`config.mk`:
```
export PLATFORM = sky130hd
export DESIGN_NAME = key_sw_debounce_flat
export DESIGN_NICKNAME = d
export VERILOG_FILES = /design/src/rtl/key_sw_debounce_if.sv /design/src/rtl/key_sw_debounce.sv /design/src/flat_wrapper.sv
export SDC_FILE = /design/constraint.sdc
export NUM_CORES = 1
export LEC_CHECK = 0
export ABC_CLOCK_PERIOD_IN_PS = 3100
export CORE_MARGIN = 2
export CORE_UTILIZATION = 28
export CTS_BUF_LIST = sky130_fd_sc_hd__clkbuf_2 sky130_fd_sc_hd__clkbuf_4 sky130_fd_sc_hd__clkbuf_8
export DETAILED_ROUTE_END_ITERATION = 7
export DONT_BUFFER_PORTS = 1
export PLACE_DENSITY_LB_ADDON = 0.1
export SLEW_MARGIN = 20
export SYNTH_ARGS = -nofsm -noshare
export SYNTH_HDL_FRONTEND = slang
export SYNTH_SLANG_ARGS = --single-unit
```
`constraint.sdc`:
```
create_clock -name FPGA_CLK -period 3.1 [get_ports FPGA_CLK]
set_input_delay 0.31 -clock FPGA_CLK [delete_from_list [all_inputs] [get_ports FPGA_CLK]]
set_output_delay 0.31 -clock FPGA_CLK [all_outputs]
set_load 0.02 [all_outputs]
```
`src/rtl/key_sw_debounce_if.sv`:
```
// Raw button/switch inputs and debounced outputs of the input conditioner.
// The conditioner takes the slave side; the stimulus or upstream pin logic takes the master side.
interface key_sw_debounce_if #(
  parameter int DATA_W = 4
);
  logic              key_raw;
  logic [DATA_W-1:0] sw_raw;
  logic              en_key;
  logic              key_press;
  logic              key_release;
  logic [DATA_W-1:0] data;
  logic              data_valid;

  modport master (
    output key_raw, sw_raw,
    input  en_key, key_press, key_release, data, data_valid
  );

  modport slave (
    input  key_raw, sw_raw,
    output en_key, key_press, key_release, data, data_valid
  );
endinterface

```
`src/rtl/key_sw_debounce.sv`:
```
// Synchronises and debounces one push-button and a switch bank ahead of the hold/invert stage.
// Emits a clean key level, a stable data word and single-cycle press/release/data-change pulses.
module key_sw_debounce #(
  parameter int DEBOUNCE_CYC   = 1_000_000,
  parameter bit KEY_ACTIVE_LOW = 1'b1,
  parameter int DATA_W         = 4
) (
  input logic           FPGA_CLK,
  input logic           FPGA_RST,
  key_sw_debounce_if.slave bus
);

  localparam int             CNT_W    = $clog2(DEBOUNCE_CYC + 1);
  localparam logic [CNT_W-1:0] CNT_MAX = CNT_W'(DEBOUNCE_CYC - 1);
  localparam logic           KEY_IDLE = KEY_ACTIVE_LOW;

  typedef enum logic [1:0] {
    IDLE,
    PRESS_WAIT,
    PRESSED,
    RELEASE_WAIT
  } state_t;

  logic [1:0]        key_sync;
  logic [DATA_W-1:0] sw_meta;
  logic [DATA_W-1:0] sw_sync;
  logic              k;

  state_t            state;
  logic [CNT_W-1:0]  cnt;
  logic              en_key_q;
  logic              press_q;
  logic              release_q;

  logic [DATA_W-1:0] last;
  logic [CNT_W-1:0]  scnt;
  logic [DATA_W-1:0] data_q;
  logic              data_valid_q;

  // The key chain resets to the released pin level so no phantom press follows reset.
  always_ff @(posedge FPGA_CLK) begin
    if (FPGA_RST) begin
      key_sync <= {2{KEY_IDLE}};
      sw_meta  <= '0;
      sw_sync  <= '0;
    end else begin
      key_sync <= {key_sync[0], bus.key_raw};
      sw_meta  <= bus.sw_raw;
      sw_sync  <= sw_meta;
    end
  end

  assign k = key_sync[1] ^ KEY_ACTIVE_LOW;

  always_ff @(posedge FPGA_CLK) begin
    if (FPGA_RST) begin
      state     <= IDLE;
      cnt       <= '0;
      en_key_q  <= 1'b0;
      press_q   <= 1'b0;
      release_q <= 1'b0;
    end else begin
      press_q   <= 1'b0;
      release_q <= 1'b0;
      case (state)
        IDLE: begin
          if (k) begin
            state <= PRESS_WAIT;
            cnt   <= '0;
          end
        end
        PRESS_WAIT: begin
          if (!k) begin
            state <= IDLE;
          end else if (cnt == CNT_MAX) begin
            state    <= PRESSED;
            en_key_q <= 1'b1;
            press_q  <= 1'b1;
          end else begin
            cnt <= cnt + CNT_W'(1);
          end
        end
        PRESSED: begin
          if (!k) begin
            state <= RELEASE_WAIT;
            cnt   <= '0;
          end
        end
        RELEASE_WAIT: begin
          if (k) begin
            state <= PRESSED;
          end else if (cnt == CNT_MAX) begin
            state     <= IDLE;
            en_key_q  <= 1'b0;
            release_q <= 1'b1;
          end else begin
            cnt <= cnt + CNT_W'(1);
          end
        end
        default: state <= IDLE;
      endcase
    end
  end

  // scnt saturates once the word is stable; a new data pulse needs the word to differ from data.
  always_ff @(posedge FPGA_CLK) begin
    if (FPGA_RST) begin
      last         <= '0;
      scnt         <= '0;
      data_q       <= '0;
      data_valid_q <= 1'b0;
    end else begin
      data_valid_q <= 1'b0;
      last         <= sw_sync;
      if (sw_sync != last) begin
        scnt <= '0;
      end else if (scnt < CNT_MAX) begin
        scnt <= scnt + CNT_W'(1);
      end else if (sw_sync != data_q) begin
        data_q       <= sw_sync;
        data_valid_q <= 1'b1;
      end
    end
  end

  assign bus.en_key      = en_key_q;
  assign bus.key_press   = press_q;
  assign bus.key_release = release_q;
  assign bus.data        = data_q;
  assign bus.data_valid  = data_valid_q;

endmodule

```
`src/flat_wrapper.sv`:
```
// flat-port wrapper written by rule: the top's interface ports become plain ports
module key_sw_debounce_flat 
#(
  parameter int DEBOUNCE_CYC   = 1_000_000,
  parameter bit KEY_ACTIVE_LOW = 1'b1,
  parameter int DATA_W         = 4
)
  (FPGA_CLK, FPGA_RST, bus_key_raw, bus_sw_raw, bus_en_key, bus_key_press, bus_key_release, bus_data, bus_data_valid);
  key_sw_debounce_if #(.DATA_W(DATA_W)) bus_i ();
  input logic FPGA_CLK;
  input logic FPGA_RST;
  input wire logic [$bits(bus_i.key_raw)-1:0] bus_key_raw;
  input wire logic [$bits(bus_i.sw_raw)-1:0] bus_sw_raw;
  output wire logic [$bits(bus_i.en_key)-1:0] bus_en_key;
  output wire logic [$bits(bus_i.key_press)-1:0] bus_key_press;
  output wire logic [$bits(bus_i.key_release)-1:0] bus_key_release;
  output wire logic [$bits(bus_i.data)-1:0] bus_data;
  output wire logic [$bits(bus_i.data_valid)-1:0] bus_data_valid;
  assign bus_i.key_raw = bus_key_raw;
  assign bus_i.sw_raw = bus_sw_raw;
  assign bus_en_key = bus_i.en_key;
  assign bus_key_press = bus_i.key_press;
  assign bus_key_release = bus_i.key_release;
  assign bus_data = bus_i.data;
  assign bus_data_valid = bus_i.data_valid;
  key_sw_debounce #(.DEBOUNCE_CYC(DEBOUNCE_CYC), .KEY_ACTIVE_LOW(KEY_ACTIVE_LOW), .DATA_W(DATA_W)) u_core (.FPGA_CLK(FPGA_CLK), .FPGA_RST(FPGA_RST), .bus(bus_i));
endmodule
```
After elaboration in Yosys (flattened, before gate mapping)
Cells that the tools add are included.
{"block": "word_totals", "ram_bits": 0, "word_cells": 64, "reg_bits": 64, "inputBits": 7, "mem_count": 0, "romBits": 0, "latchBits": 0}
{"block": "op_classes", "order_cmp": 1, "n_eq_ne": 14, "n_addsub": 2, "div_mod_pow": 0, "n_shift": 0, "reduce_logical": 10, "mux": 20, "n_bitwise": 5, "multipliers": 0}
{"operator": "two-way mux 20 bit", "n": 5}
{"operator": "case mux 20 bit (4 select lines)", "n": 1}
{"operator": "adder 20 x 1 -> 20 bit (second input constant)", "n": 2}
{"operator": "== test 20 bit (second input constant)", "n": 1}
{"operator": "< comparator 20 bit (second input constant)", "n": 1}
{"operator": "two-way mux 2 bit", "n": 6}
{"operator": "OR reduction 3 bit", "n": 3}
{"operator": "inequality test 2 x 1 -> 1 bit (second input constant)", "n": 4}
{"operator": "inequality test 4 bit", "n": 2}
{"operator": "case mux 2 bit (4 select lines)", "n": 1}
{"operator": "AND reduction 4 bit", "n": 2}
{"operator": "two-way mux 1 bit", "n": 6}
{"operator": "inverter 1 bit", "n": 5}
{"operator": "AND reduction 5 bit", "n": 1}
{"operator": "== test 2 bit (second input constant)", "n": 2}
{"operator": "inequality test 2 bit (second input constant)", "n": 2}
{"operator": "inequality test 3 x 1 -> 1 bit (second input constant)", "n": 1}
{"operator": "inequality test 3 bit (second input constant)", "n": 1}
{"operator": "AND reduction 3 bit", "n": 1}
{"operator": "== test 2 x 1 -> 1 bit (second input constant)", "n": 1}
{"operator": "logical NOT 2 bit", "n": 1}
{"operator": "case mux 1 bit (2 select lines)", "n": 1}
{"operator": "nonzero test 2 bit", "n": 1}
{"operator": "OR reduction 2 bit", "n": 1}

Depth between registers and ports, before layout
{"block": "depth", "depth_word": 4, "depth_mapped": 9}

Worst setup path before layout
No wires, ideal clock.
{"block": "synth_path", "kind": "reg2reg", "start": "register u_core.scnt[15]", "end": "register u_core.scnt[1]", "setup_time_ns": 0.128, "path_stages_with_launch": 8, "synth_period_minus_slack_ns": 2.179, "required_time_ns": 2.972, "arrival_time_ns": 2.051, "path_buffers": 2, "slack_ns": 0.921, "cell_sequence": "dfxtp_1 or4_4 or4_4 o22ai_2 buf_6 buf_6 mux2i_1 nor2_1"}
{"block": "synth_via", "elab_chain_cells": 1}
{"item": "from (decl)", "line_no": "key_sw_debounce.sv:36", "rtl": "logic [CNT_W-1:0] scnt;"}
{"item": "from (signal assigned)", "line_no": "key_sw_debounce.sv:118", "rtl": "scnt <= scnt + CNT_W'(1);"}
{"item": "< comparator 20 bit", "line_no": "key_sw_debounce.sv:117", "rtl": "end else if (scnt < CNT_MAX) begin"}
Every way passes these cells.
A chain may end at the register's enable or synchronous reset.

Final worst setup path
{"block": "layout_path", "start": "register u_core.scnt[15]", "end": "register u_core.data_q[2] (netlist: u_core.bus.data[2])"}
{"block": "layout_via", "elab_chain_cells": 3}
{"item": "< comparator 20 bit", "line_no": "key_sw_debounce.sv:117"}
{"item": "inverter 1 bit (no source line)"}
{"item": "AND reduction 3 bit (no source line)"}
{"item": "to (signal assigned)", "line_no": "key_sw_debounce.sv:120", "rtl": "data_q <= sw_sync;"}
{"item": "to (decl)", "line_no": "key_sw_debounce.sv:37", "rtl": "logic [DATA_W-1:0] data_q;"}
Every way passes these cells.

==> results list <==
* Arrival time at the worst endpoint: 2720 ps
- The first global-routing pass estimated 11000 um of wire.
- Max frequency: 400 MHz
- Pin placement for this block handled 15 I/O pins.
* DRC viols: 0
* Vias per inst: 5.13
- For the worst-skew pair, the clock arrives at the later sink with an insertion delay of 340 ps.
- Setup skew after layout: 11.4 ps
- The total area inside the core boundary comes to 10400 um^2.
* Count of TritonRoute iterations in the first routing pass: 4
* Routed wire length: 6480 um
- In this run the tightest slew margin relative to its limit is 56.0%.
* Maximum resistive drop on vdd: 0.200 mV
- At the end of routability-driven placement, the weighted congestion stood at 0.721.
* Initial core utilization: 28.9%
- The tool flagged a number of max-cap violations equal to 0.
- By instance count, the leading cell after synthesis is sky130_fd_sc_hd__dfxtp_1.
* Die height: 107 um
- Yosys top cell area share: 42.8%
- Post-Synthesis Net Count: 353
- Setup slack, reg-to-reg: 600 ps
- Share of cells above drive strength 1: 9.46%
- Of all nets on the critical path, the largest fanout is 10.
- Final-report hold violation count: 0
* Number of inserted diodes: 0
- Global routing used 11.8% of the available tracks across all layers.
- Clock root cell: sky130_fd_sc_hd__clkbuf_8
- The total count of max-transition violations in the final report came to 0.
- At the pin with the least slew margin, the transition time is 660 ps.
* Seq/Total Area, Yosys: 42.8%
* Area of the mapped netlist: 3000 um^2
- For this run, the share of the core covered by cells in the final layout is 32.3%.
- Number of distinct library cells after synthesis: 50
- Worst setup path startpoint: u_core.scnt[15]$_SDFFE_PP0P_
* Category of the worst setup path capture point: flip-flop
- Total power density per cell area: 511 nW/um^2
* IO Port Bufs: 0
- CTS-repair resized insts: 0
- Clock Path Buffers: 2
- The most used flip-flop cell after synthesis is sky130_fd_sc_hd__dfxtp_1.
- The worst register-to-register path has a depth of 5.
- Relative area change from synthesis to final layout: 11.9%
- Average instance area after synthesis: 8.71 um^2
* Total half-perimeter wirelength after legalization and detailed placement: 4460 um
- Die Width: 107 um
- By count the netlist is led by 64 x sky130_fd_sc_hd__dfxtp_1, 27 x sky130_fd_sc_hd__a21oi_1, 23 x sky130_fd_sc_hd__nand2_1.
* Number of cell rows: 37
- Fraction of synthesis flops using an asynchronous set or reset pin: 0%
* R2R Path End: u_core.bus.data[2]$_SDFFE_PP0P_
- Register bit count reported by yosys: 64
- Number of routed nets with antenna violations: 0
* Startpoint class of the critical path: flip-flop
- Number of flops mapped to enable cells by yosys: 0
- Final setup violation count: 0
- Cell taking the most area after synthesis: sky130_fd_sc_hd__dfxtp_1
- Detailed-route wire length per cell: 13.4 um
* Critical path type: reg -> reg
* Antenna violations before repair: 0
* Number of buffers inserted for hold repair after clock tree synthesis: 0
* Setup repair after global routing missed its margin: no
- Counting the buffers created by CTS gives 9.
* Sum of negative setup slack: 0 ps
- The startpoint identified for the worst register-to-register timing path is u_core.scnt[15]$_SDFFE_PP0P_.
- Iter 0 DRT Violations: 100
- The worst path needs 2500 ps of the cycle, external delays included.
- Critical path capture point: u_core.bus.data[2]$_SDFFE_PP0P_
* Synth warnings: 0
- Number of H-tree levels: 3
- Total number of vias: 2489
- Ratio of final minimum period to clock period: 80.6%
- Number of global-route vias before repair: 2230
- Clock-pin slew was measured on the worst setup and hold paths at 80 ps.
- CTS saw 64 sinks.
- The total overflow left after global routing is 0.
- Entering global routing, the biggest net connects 41 pins.
* Buffers inserted during post-CTS setup optimization: 0
* Required time worst endpoint: 3320 ps
* Worst Hold Class: in -> reg
- The flow ran to the end, and the final reports show no timing, DRC or antenna violations.
- Leakage Power: 1.06 nW
- Post-synthesis instance total: 344
- After the last flow step, the layout net total stands at 353.
* Die area: 11500 um^2
* Largest cells by area after synthesis: sky130_fd_sc_hd__dfxtp_1 43%, sky130_fd_sc_hd__a21oi_1 4.5%, sky130_fd_sc_hd__or3_1 4.4%
- CTS tree: built
power by group:
group          leakage, nW  internal [mW]  switching (mW)
logic                0.430         0.0212          0.0300
registers            0.518          0.834          0.0120
clock network        0.111          0.462           0.352
total                 1.06           1.32           0.394
how the worst min path moves through the flow:
| stage | from | slack [ps] | endpoint | cells past startpoint |
|---|---|---|---|---|
| 2_1_floorplan | u_core.key_sync[0]$_SDFF_PP1_ | 390 | u_core.key_sync[1]$_SDFF_PP1_ | 1 |
| 3_3_place_gp | FPGA_RST | 390 | u_core.cnt[19]$_SDFFE_PP0P_ | 1 |
| 3_5_place_dp | FPGA_RST | 390 | u_core.cnt[19]$_SDFFE_PP0P_ | 1 |
| 4_1_cts | FPGA_RST | 20 | u_core.sw_meta[3]$_SDFF_PP0_ | 1 |
| 5_1_grt | FPGA_RST | 10 | u_core.sw_meta[3]$_SDFF_PP0_ | 1 |
| 6_report | FPGA_RST | 40 | u_core.cnt[19]$_SDFFE_PP0P_ | 1 |
stage by stage:
stage	worst slack, ps	std cells	hold slack (ps)	instance area, um^2	power [mW]
global placement	661	469	389	3130	0.918
global route	490	485	12.9	3350	1.79
floorplan	921	344	389	3000	0.908
detailed placement	636	469	393	3130	0.917
finish	601	485	41.6	3350	1.71
CTS	607	485	20.6	3350	1.74
layout by cell type (no fill, tap or decap), drive strengths merged, types with 6 or more instances in the layout:
cell type and count:
a21oi 28, buf 6, clkbuf 9, dfxtp 64, inv 11, nand2 23
nand3 20, nand4 16, nor2 14, nor2b 16, nor3 6, nor4 7
o211ai 6, o21ai 22, or3 21, or4 13, xnor2 6, xor2 6
registers in the layout, summed over array words and instances, names as in the netlist, named ones only:
register                count
u_core.cnt                 20
u_core.scnt                20
u_core.bus.data             4
u_core.last                 4
u_core.sw_meta              4
u_core.sw_sync              4
u_core.key_sync             2
u_core.bus.data_valid       1
u_core.bus.en_key           1
u_core.bus.key_press        1
u_core.bus.key_release      1
u_core.state                1
worst max-delay path: stages, from the launching register on:
cell and delay [ps]:
sky130_fd_sc_hd__dfxtp_1 380, sky130_fd_sc_hd__or4_4 560, sky130_fd_sc_hd__or4_4 540, sky130_fd_sc_hd__o22ai_2 370, sky130_fd_sc_hd__nand2b_2 190, sky130_fd_sc_hd__mux2_1 350
metal layers:
metal  wire [um]  up-vias  track usage (%)
met5           0        -                0
met4          92        0             5.04
met3         180        8             2.42
met2        2830       29             16.7
met1        3380     1161             17.2
li1            -     1291                -
kinds of logic after synthesis:
| family | count (synthesis) | synth area share [%] |
|---|---|---|
| AO/OA/AOI/OAI | 75 | 15.7 |
| XOR/XNOR | 12 | 3.51 |
| adder cells (fa/ha/maj) | 2 | 0.835 |
| buffers and inverters | 25 | 3.84 |
| flip-flops | 64 | 42.8 |
| multiplexers | 6 | 2.17 |
| AND/OR/NAND/NOR | 160 | 31.2 |
cell type report:
| cell class | instances | area [um^2] |
|---|---|---|
| clock buffer | 9 | 124 |
| clock inverter | 7 | 103 |
| sequential | 64 | 1280 |
| tap | 136 | 170 |
| fill | 1127 | 7020 |
| timing repair buffer | 6 | 45.0 |
| inverter | 8 | 30.0 |
| multi-input combinational | 255 | 1600 |
(Power assumes the default switching activity.)
